<file path="src/rtl/fizzbuzz_stream.sv">
// Streams the numbers 1..G_LENGTH with two divisor flags on a valid/ready
// interface. The flags come from residue counters that step with the number,
// so no divider is needed. Supports one-shot or wrap-around mode, consumer
// backpressure, and a synchronous abort.
module fizzbuzz_stream #(
    parameter int unsigned G_LENGTH   = 100,
    parameter int unsigned G_DIV_FIZZ = 3,
    parameter int unsigned G_DIV_BUZZ = 5,
    localparam int unsigned W         = $clog2(G_LENGTH + 1)
) (
    input  logic         i_clk,
    input  logic         i_rst,
    input  logic         i_start,
    input  logic         i_continuous,
    input  logic         i_abort,
    input  logic         i_ready,
    output logic         o_valid,
    output logic [W-1:0] o_number,
    output logic         o_is_fizz,
    output logic         o_is_buzz,
    output logic         o_last,
    output logic         o_busy
);

    // A divisor of 1 still gets a 1-bit residue, which stays at zero.
    localparam int unsigned FW = (G_DIV_FIZZ > 1) ? $clog2(G_DIV_FIZZ) : 1;
    localparam int unsigned BW = (G_DIV_BUZZ > 1) ? $clog2(G_DIV_BUZZ) : 1;

    localparam logic [W-1:0]  NumLast   = W'(G_LENGTH);
    localparam logic [W-1:0]  NumFirst  = W'(1);
    localparam logic [FW-1:0] FizzLast  = FW'(G_DIV_FIZZ - 1);
    localparam logic [BW-1:0] BuzzLast  = BW'(G_DIV_BUZZ - 1);
    // The residue of 1 is 1, except when the divisor is 1 (then it is 0).
    localparam logic [FW-1:0] FizzFirst = (G_DIV_FIZZ == 1) ? FW'(0) : FW'(1);
    localparam logic [BW-1:0] BuzzFirst = (G_DIV_BUZZ == 1) ? BW'(0) : BW'(1);

    typedef enum logic [0:0] {StIdle, StRun} state_t;

    state_t        state_q;
    logic [W-1:0]  number_q;
    logic [FW-1:0] fizz_q;
    logic [BW-1:0] buzz_q;
    logic          cont_q;

    // Sequencer: tracks the state, the current number, both residues and the latched mode.
    always_ff @(posedge i_clk or posedge i_rst) begin
        if (i_rst) begin
            state_q  <= StIdle;
            number_q <= '0;
            fizz_q   <= '0;
            buzz_q   <= '0;
            cont_q   <= 1'b0;
        end else if (i_abort) begin
            // Abort wins over start and transfer; the presented element is dropped.
            state_q  <= StIdle;
            number_q <= '0;
            fizz_q   <= '0;
            buzz_q   <= '0;
        end else begin
            unique case (state_q)
                StIdle: begin
                    if (i_start) begin
                        state_q  <= StRun;
                        number_q <= NumFirst;
                        fizz_q   <= FizzFirst;
                        buzz_q   <= BuzzFirst;
                        cont_q   <= i_continuous;
                    end
                end
                StRun: begin
                    if (i_ready) begin
                        if (number_q == NumLast) begin
                            if (cont_q) begin
                                number_q <= NumFirst;
                                fizz_q   <= FizzFirst;
                                buzz_q   <= BuzzFirst;
                            end else begin
                                state_q  <= StIdle;
                                number_q <= '0;
                                fizz_q   <= '0;
                                buzz_q   <= '0;
                            end
                        end else begin
                            number_q <= number_q + W'(1);
                            fizz_q   <= (fizz_q == FizzLast) ? '0 : fizz_q + FW'(1);
                            buzz_q   <= (buzz_q == BuzzLast) ? '0 : buzz_q + BW'(1);
                        end
                    end
                end
                default: state_q <= StIdle;
            endcase
        end
    end

    // Output decode: depends only on registered state, so it is stable while stalled.
    always_comb begin
        o_busy    = (state_q == StRun);
        o_valid   = o_busy;
        o_number  = number_q;
        o_is_fizz = o_busy && (fizz_q == '0);
        o_is_buzz = o_busy && (buzz_q == '0);
        o_last    = o_busy && (number_q == NumLast);
    end

endmodule

</file>
<file path="config.mk">
export PLATFORM = sky130hd
export DESIGN_NAME = fizzbuzz_stream
export DESIGN_NICKNAME = d
export VERILOG_FILES = /design/src/rtl/fizzbuzz_stream.sv
export SDC_FILE = /design/constraint.sdc
export NUM_CORES = 1
export LEC_CHECK = 0
export CORE_ASPECT_RATIO = 1.2
export CORE_MARGIN = 1
export CORE_UTILIZATION = 53
export CTS_CLUSTER_DIAMETER = 100
export DETAILED_ROUTE_END_ITERATION = 10
export PLACE_DENSITY = 0.89
export SYNTH_ARGS = -nofsm -noshare
export SYNTH_HDL_FRONTEND = slang
export SYNTH_SLANG_ARGS = --single-unit
</file>
<file path="constraint.sdc">
create_clock -name i_clk -period 3.85 [get_ports i_clk]
set_clock_uncertainty 0.05 [all_clocks]
set_input_delay 0.77 -clock i_clk [delete_from_list [all_inputs] [get_ports i_clk]]
set_output_delay 0.77 -clock i_clk [all_outputs]
set_load 0.02 [all_outputs]
</file>
==> flow_summary_export.csv <==
group,metric,value,unit
status,status,"completed",
clocking,cts_tree,"yes",
finish,fin_cells,126,
sta,layout_min_cycle_time,2.87,ns
detailed_routing,route.detailed.drc,0,
clocking,cts_resized,0,
power_and_ir_drop,power_leakage,0.434,nW
hold_path,hold_end,"buzz_q[1]",
clocking,clock-sinks,14,
floorplanning,rows,15,
sta,finalSetupViolations,0,
clocking,cts_setup_buffers,0,
logic_synthesis,syn_avg_cell_area,9.19,um2
detailed_routing,wl_per_cell,14.3,um
finish,n_fill_cell,116,
floorplanning,die_h,46.0,um
logic_synthesis,synth_async_sr_flop_share,1.00,
clocking,cts-root-buf,"clkbuf_4",
placement,place.gp.congestion,0.828,
placement,io_buffers,17,
floorplanning,io_pins,18,
setup_path,endpoint_kind,"output pin",
sta,slew_viol_final,0,
clocking,cts_buffers,3,
clocking,cts_hold_buffers,0,
setup_path,cp.required,3.03,ns
clocking,cts.clk_slew.worst_paths,0.08,ns
sta,tightest_slew,0.539,ns
global_route,grt_pass1_vias,663,
placement,dp_cells,123,
detailed_routing,dr_total_vias,749,
hold_path,worstHoldPathType,"reg2reg",
logic_synthesis,synth_area_leaders,"dfrtp_1, ha_1, nand3_1",
clocking,clock_path_buffers,2,
logic_synthesis,synth_top_area_frac,0.410,
detailed_routing,ant_nets,0,
setup_path,crit_path_start,"o_number[4]",
detailed_routing,first_iter_violations,21,
run,drv_cap,0,
placement,dp_hpwl,1360,um
logic_synthesis,synth_edf_count,0,
logic_synthesis,synth-seq-cells,14,
hold_path,min_from,"buzz_q[1]",
sta,min_period_over_period,0.745,
floorplanning,die_w,38.7,um
detailed_routing,viasPerCell,5.94,
sta,finalHoldViolations,0,
global_route,grt_pass1_wl,2860,um
logic_synthesis,synth_ff_type,"dfrtp_1",
logic_synthesis,yosysTopAreaCell,"dfrtp_1",
sta,rsz0062_at_grt,"no",
logic_synthesis,synthDistinctLibCells,32,
logic_synthesis,synth_area,855,um2
power_and_ir_drop,ir_drop,0.000183,V
logic_synthesis,ys_warn_count,0,
floorplanning,die-area,1780,um2
setup_path,r2r-start,"o_number[4]",
setup_path,worstReg2RegEnd,"o_number[0]",
setup_path,worstSetupPathType,"reg2out",
detailed_routing,firstDrtPassIters,4,
hold_path,min_path_cells,2,
setup_path,path_max_fanout,8,
logic_synthesis,syn_inst,93,
global_route,grt_max_degree,15,
sta,max_freq,349,MHz
placement,post_dp_cell_area,1030,um2
sta,tns,0,ns
global_route,overflow,0,
logic_synthesis,syn_nets,103,
clocking,insertion_delay,0.27,ns
clocking,h-tree-depth,1,
finish,nNetsFinal,121,
global_route,grt_use_total,0.234,
detailed_routing,wl,1800,um
finish,area_delta_synth_final,22.7,%
setup_path,rr_worst_depth,4,
floorplanning,core,1460,um2
setup_path,critPathArrivalTime,2.05,ns
logic_synthesis,synth-seq-area-share,0.410,
setup_path,crit_path_start_kind,"flop",
finish,n_antenna_cell,0,
power_and_ir_drop,power.density,287,nW/um2
finish,fin_area,1050,um2
global_route,antenna_found_initial,0,
sta,worst_slew_margin_rel,0.640,
finish,layout-drive-gt1-share,0.0917,
setup_path,ff2ff_setup_slack,2.11,ns
floorplanning,start_util,0.584,
==> metal layers <==
layer	share of wire	vias up	track usage
li1	-	373	-
met1	0.47	350	0.329
met2	0.47	20	0.350
met3	0.042	6	0.0343
met4	0.018	0	0.110
met5	0	-	0
==> cell usage in the layout, fill, tap and decap left out, types with 2 or more instances in the layout <==
master / n
nor2_1: 8
and3_1: 2
inv_1: 7
clkbuf_4: 3
nand2b_1: 2
mux2_2: 2
o21ai_0: 2
nand3b_1: 3
clkdlybuf4s50_1: 17
a31oi_1: 4
a21oi_1: 2
nand3_1: 9
dfrtp_1: 14
nand2_1: 9
ha_1: 4
a41oi_1: 2
nor3_1: 4
a311oi_1: 2
==> worst max-delay path, stage by stage, from the launching register on <==
cell and delay, ns:
dfrtp_1 0.45, and4bb_4 0.41, nand3_1 0.16, nor2_1 0.14, clkdlybuf4s50_1 0.62
==> power by group <==
group	switching [W]	total, W	internal, W
Sequential	0.00000847	0.000162	0.000154
Clock	0.0000447	0.0000809	0.0000362
Combinational	0.0000317	0.0000576	0.0000259
==> state kept, by name, summed over array words and instances (netlist names) <==
name      cells
buzz_q        3
cont_q        1
fizz_q        2
o_busy        1
o_number      7
==> area by class of cell <==
class | instances | area [um2] | area share
flip-flops and latches | 14 | 350 | 0.334
repair buffers | 17 | 170 | 0.162
multi-input cells | 68 | 458 | 0.437
inverters | 7 | 26.3 | 0.0251
clock buffers | 3 | 22.5 | 0.0215
well taps | 17 | 21.3 | 0.0203
==> stage by stage <==
| stage | setup slack [ns] | hold WS [ns] | utilization | total power (W) |
|---|---|---|---|---|
| 2_1_floorplan | 1.67 | 0.425 | - | 0.000202 |
| 3_5_place_dp | 1.28 | 0.503 | 0.701 | 0.000223 |
| 4_1_cts | 0.984 | 0.521 | 0.716 | 0.000301 |
| 5_1_grt | 0.899 | 0.542 | 0.716 | 0.000313 |
| 3_3_place_gp | 1.34 | 0.443 | 0.701 | 0.000221 |
| 6_report | 0.982 | 0.504 | 0.716 | 0.000301 |
==> how the worst max path moves through the flow <==
stage	endpoint	slack [ns]	depth (start not counted)
floorplan	o_last	1.67	3
global placement	o_last	1.34	4
detailed placement	o_last	1.28	4
CTS	o_last	0.98	4
global route	o_last	0.90	5
finish	o_last	0.98	4
==> kinds of logic after synthesis <==
family	share of synthesized area
compound gates	0.160
fa+ha+maj	0.0586
buf+inv	0.0542
flops	0.410
mux	0.0264
simple gates	0.291
==> synthesized netlist by cell type, types with 3 or more instances <==
cell      number
nand3b_1       3
ha_1           4
nor2_1         8
nand2_1        9
inv_1          7
nor3_1         4
a31oi_1        4
dfrtp_1       14
nand3_1        9
No activity file was read; power rests on OpenSTA's default activity.
